<file path="config.mk">
export PLATFORM = sky130hd
export DESIGN_NAME = kbd_message_scheduler
export DESIGN_NICKNAME = d
export VERILOG_FILES = /design/src/rtl/kbd_message_scheduler.sv
export SDC_FILE = /design/constraint.sdc
export NUM_CORES = 1
export LEC_CHECK = 0
export ABC_CLOCK_PERIOD_IN_PS = 4900
export CORE_ASPECT_RATIO = 1.75
export CORE_MARGIN = 2
export CORE_UTILIZATION = 55
export CTS_CLUSTER_DIAMETER = 120
export DETAILED_ROUTE_END_ITERATION = 7
export HOLD_SLACK_MARGIN = 0.08
export PLACE_DENSITY = 0.93
export SLEW_MARGIN = 15
export SYNTH_ARGS = -nofsm -noshare
export SYNTH_HDL_FRONTEND = slang
export SYNTH_SLANG_ARGS = --single-unit
</file>
<file path="constraint.sdc">
create_clock -name clock_65mhz -period 4.9 [get_ports clock_65mhz]
set_input_delay 1.47 -clock clock_65mhz [delete_from_list [all_inputs] [get_ports clock_65mhz]]
set_output_delay 1.47 -clock clock_65mhz [all_outputs]
set_load 0.01 [all_outputs]
</file>
<file path="src/rtl/kbd_message_scheduler.sv">
// Keyboard line-edit buffer and line sender.
// Collects decoded keystrokes into a MAX_CHARS-deep buffer with backspace,
// then streams the line to the laser transmitter over valid/ready on enter.
// The buffer is locked while a line is being sent or cleared; keystrokes
// arriving in that window are discarded and reported through a sticky flag.

// One buffer slot. It resets or clears to the pad character and loads on a write strobe.
module kbd_slot #(
  parameter logic [7:0] PAD_CHAR = 8'h20
) (
  input  logic       clock_65mhz,
  input  logic       reset,
  input  logic       clr,
  input  logic       wr_en,
  input  logic [7:0] wr_data,
  output logic [7:0] q
);

  // Slot storage: the pad character on reset or clear, otherwise load on write.
  always_ff @(posedge clock_65mhz) begin
    if (!reset || clr) q <= PAD_CHAR;
    else if (wr_en)    q <= wr_data;
  end

endmodule

module kbd_message_scheduler #(
  parameter int         MAX_CHARS = 16,
  parameter logic [7:0] PAD_CHAR  = 8'h20,
  parameter logic [7:0] CR_CHAR   = 8'h0D,
  parameter logic [7:0] BS_CHAR   = 8'h08
) (
  input  logic                   clock_65mhz,
  input  logic                   reset,
  input  logic [7:0]             ascii,
  input  logic                   ascii_ready,
  input  logic                   tx_ready,
  output logic                   tx_valid,
  output logic [7:0]             tx_data,
  output logic                   tx_last,
  output logic [8*MAX_CHARS-1:0] cstring,
  output logic [4:0]             length,
  output logic                   busy,
  output logic                   dropped
);

  localparam int         IW      = (MAX_CHARS > 1) ? $clog2(MAX_CHARS) : 1;
  localparam logic [4:0] MAX_LEN = 5'(MAX_CHARS);

  localparam logic [1:0] ST_EDIT  = 2'd0;
  localparam logic [1:0] ST_SEND  = 2'd1;
  localparam logic [1:0] ST_CLEAR = 2'd2;

  logic [1:0]                 state;
  logic [IW-1:0]              idx;
  logic [IW-1:0]              nxt_idx;
  logic [IW-1:0]              del_pos;
  logic [IW-1:0]              ins_pos;
  logic [MAX_CHARS-1:0][7:0]  slot;
  logic [MAX_CHARS-1:0]       wr_en;
  logic [7:0]                 wr_data;
  logic                       in_edit;
  logic                       clr;
  logic                       key_bs;
  logic                       key_cr;
  logic                       key_chr;
  logic                       full;
  logic                       hs;

  assign in_edit = (state == ST_EDIT);
  assign clr     = (state == ST_CLEAR);
  assign key_bs  = ascii_ready && in_edit && (ascii == BS_CHAR);
  assign key_cr  = ascii_ready && in_edit && (ascii == CR_CHAR);
  assign key_chr = ascii_ready && in_edit && (ascii != BS_CHAR) && (ascii != CR_CHAR);
  assign full    = (length == MAX_LEN);
  assign hs      = tx_valid && tx_ready;
  assign nxt_idx = idx + 1'b1;

  // Backspace overwrites the last occupied slot with the pad character, a
  // printable key fills the first free one; position truncation is harmless
  // because the length guards below gate the write.
  assign del_pos = IW'(length - 5'd1);
  assign ins_pos = IW'(length);
  assign wr_data = key_bs ? PAD_CHAR : ascii;

  genvar gi;
  generate
    for (gi = 0; gi < MAX_CHARS; gi++) begin : g_slot
      assign wr_en[gi] = (key_bs  && (length != 5'd0) && (del_pos == IW'(gi))) ||
                         (key_chr && !full           && (ins_pos == IW'(gi)));

      kbd_slot #(.PAD_CHAR(PAD_CHAR)) u_slot (
        .clock_65mhz (clock_65mhz),
        .reset       (reset),
        .clr         (clr),
        .wr_en       (wr_en[gi]),
        .wr_data     (wr_data),
        .q           (slot[gi])
      );

      // Slot 0 occupies the most significant byte so the display reads left to right.
      assign cstring[8*(MAX_CHARS-gi)-1 -: 8] = slot[gi];
    end
  endgenerate

  // Character count: tracks edits, frozen during a send, zeroed by the clear cycle.
  always_ff @(posedge clock_65mhz) begin
    if (!reset)                             length <= 5'd0;
    else if (clr)                           length <= 5'd0;
    else if (key_bs && length != 5'd0)      length <= length - 5'd1;
    else if (key_chr && !full)              length <= length + 5'd1;
  end

  // Sticky drop flag: set by keystrokes while locked or on a full buffer.
  always_ff @(posedge clock_65mhz) begin
    if (!reset)                          dropped <= 1'b0;
    else if (ascii_ready && !in_edit)    dropped <= 1'b1;
    else if (key_chr && full)            dropped <= 1'b1;
  end

  // Send sequencer: edit -> send (one byte per handshake) -> clear -> edit.
  always_ff @(posedge clock_65mhz) begin
    if (!reset) begin
      state    <= ST_EDIT;
      idx      <= '0;
      tx_valid <= 1'b0;
      tx_data  <= 8'h00;
      tx_last  <= 1'b0;
      busy     <= 1'b0;
    end else begin
      case (state)
        ST_EDIT: begin
          if (key_cr && length != 5'd0) begin
            state    <= ST_SEND;
            idx      <= '0;
            tx_valid <= 1'b1;
            tx_data  <= slot[0];
            tx_last  <= (length == 5'd1);
            busy     <= 1'b1;
          end
        end
        ST_SEND: begin
          // Without a handshake the presented byte simply holds.
          if (hs) begin
            if (tx_last) begin
              state    <= ST_CLEAR;
              tx_valid <= 1'b0;
              tx_data  <= 8'h00;
              tx_last  <= 1'b0;
            end else begin
              idx     <= nxt_idx;
              tx_data <= slot[nxt_idx];
              tx_last <= (5'(nxt_idx) == length - 5'd1);
            end
          end
        end
        ST_CLEAR: begin
          state <= ST_EDIT;
          busy  <= 1'b0;
        end
        default: begin
          state    <= ST_EDIT;
          tx_valid <= 1'b0;
          busy     <= 1'b0;
        end
      endcase
    end
  end

endmodule

</file>
==> impl_metrics.ini <==
[status]
status = finished clean

[synthesis]
ys_types = 54
synthFlopType = dfxtp_1
synth.cell_area_um2 = 7420
syn_inst = 706
netlist_top_cells_count = dfxtp_1 (151), nand2_1 (135), mux2i_1 (123)
yosys_warnings = 0
synth_edf_count = 0
yosysSeqAreaShare_pct = 40.7
avgSynthCellArea_um2 = 10.5
synth-async-reset-ratio_pct = 0
yosys_register_bits = 151
yosysTopAreaCellShare_pct = 40.7
synthTopCellsByArea = dfxtp_1 (41%), mux2i_1 (17%), mux4_2 (9.7%)
synth_fp_nets = 725
yosys.area.top_type = dfxtp_1
synth_most_common_cell = dfxtp_1

[worst_setup_path]
critical_path_depth = 6
r2r_start = idx[1]$_SDFFE_PN0P_
cp.arrival_ps = 4010
cp_top_family = buffers and inverters
worstPathRequired_ps = 5230
path_cells = clkdlybuf4s50_1, inv_1, a21oi_4, buf_4, nand2_1, mux2i_1
cp-end-kind = register
reg2reg_depth = 7
critPathKind = input port to register
slowest_stage = clkdlybuf4s50_1
crit_start = reset
crit_buf_inv = 3
max_stage_delay_ps = 840
cp_max_fo = 76
start_kind = input port

[timing]
slew_headroom_pct = 22.4
slew_violations = 0
fin_skew_ps = 11.4
final.setup.tns_ps = 0
tightest_slew_ps = 1160
finalCritPeriodShare_pct = 75.0
finalHoldViolations = 0
rsz0062_at_grt = false
period_needed_ps = 3680
setup_violations = 0
fmax_mhz = 272

[drt]
vias = 6599
viasPerCell = 6.49
route.detailed.drc = 0
drt_iter0_drc = 538
dr.pass1.iters = 5
avgRoutedWirePerCell_um = 23.6
wl_um = 24000
ant_nets = 0

[cells_and_area]
layoutNonFillerInstCount = 1017
final_util_pct = 71.0
insertedDiodeCount = 0
nets = 849
drive_gt1_share_pct = 12.9
syn_to_final_growth_pct = 27.5

[global_routing]
grt_overflow = 0
grt_pass1_vias = 6529
track_usage_pct = 32.9
grt_pass1_wl_um = 36100
antenna_found_initial = 0
grt_max_degree = 77

[clock_tree]
cts.repair.resized = 0
numCtsBuffers = 17
cts_hold_buf = 0
htree_num_levels = 4
postCtsSetupRepairBufs = 0
max-clock-path-buffers = 2
clk_latency_ps = 430
root_buffer = clkbuf_16
cts_tree = yes
clk_pin_slew_ps = 60
clock-sinks = 151

[power]
p_total_mw = 2.80
leakage_nw = 4.08
ir_drop_mv = 0.284
p_per_area_nw_per_um2 = 296

[place]
dp_hpwl_um = 15700
gp_congestion = 0.947
dp_cells = 985
io_buffers = 156

[floorplanning]
ios = 157
die-area_um2 = 14500
fp.dieH_um = 158
rows = 56
die_x_um = 91.8
initial_core_util_pct = 55.7
core_area_um2 = 13300

[flow_run]
cap_violations = 0

[hold_path]
hp-start = dropped$_SDFFE_PN0P_
hold_class = register to register
whs_path_depth = 2
cell type report:
type | instances | area (um^2)
fill | 889 | 3850
clock inverter | 12 | 154
sequential | 151 | 3020
multi-input combinational | 489 | 3970
inverter | 7 | 26.3
tap | 174 | 218
timing repair buffer | 164 | 1630
clock buffer | 20 | 437
placed cells by master (no fill, tap or decap), drive strengths merged, types with 6 or more instances in the layout:
cell type,n
o22a,14
mux2,14
nand2,141
o211a,7
xnor2,9
buf,8
dfxtp,151
clkbuf,20
mux4,32
ha,7
clkinv,6
inv,7
a21oi,10
o21ai,18
nand4,11
nor2,23
a32oi,8
clkdlybuf4s50,156
mux2i,123
nand3,24
kinds of logic (layout without fill, tap and decap cells):
| family | count (synthesis) | count (layout) | share of synthesized area [%] |
|---|---|---|---|
| fa+ha+maj | 7 | 7 | 1.18 |
| xor+xnor | 14 | 14 | 1.65 |
| mux | 169 | 169 | 28.4 |
| flops | 151 | 151 | 40.7 |
| compound gates | 72 | 72 | 7.66 |
| simple gates | 227 | 227 | 14.4 |
| buf+inv | 66 | 203 | 5.95 |
report_power, final:
part / switching (mW) / total, mW / internal, mW / leakage, nW
Sequential: 0.0208 / 1.26 / 1.24 / 1.22
Clock: 0.530 / 1.33 / 0.800 / 0.280
Combinational: 0.125 / 0.204 / 0.0792 / 2.58
per-layer routing:
metal / track usage (%) / part of all wire [%] / up-vias
li1: - / - / 2783
met5: 0 / 0 / -
met3: 6.04 / 8.6 / 142
met2: 55.5 / 50 / 468
met4: 26.1 / 8.0 / 0
met1: 36.2 / 33 / 3206
worst paths after layout:
kind	to	slack [ps]
worst max-delay path	g_slot[11].u_slot.q[4]$_SDFFE_PP0P_	1220
worst min-delay path	dropped$_SDFFE_PN0P_	460
worst max register to register	tx_data[0]$_SDFFE_PN0P_	2030
worst min register to register	dropped$_SDFFE_PN0P_	460
metrics by stage:
step / instance area [um^2] / hold slack (ps) / worst slack, ps
6_report: 9460 / 464 / 1220
5_1_grt: 9460 / 504 / 1020
4_1_cts: 9460 / 467 / 1310
3_5_place_dp: 8870 / 458 / 940
3_3_place_gp: 8870 / 455 / 958
2_1_floorplan: 7420 / 453 / 2030
sequential cells by signal (all words and copies together) (netlist names):
signal	flops
idx	4
length	5
busy	1
dropped	1
tx_data	8
g_slot.u_slot.q	128
state	2
tx_valid	1
tx_last	1
worst reg2reg max path, stage by stage, from the launching register on:
cell	delay, ps
dfxtp_1	330
ha_1	690
buf_12	300
mux4_2	600
mux2_2	300
nand3_1	110
nand4_1	200
o211a_1	230
(Power assumes the default switching activity.)
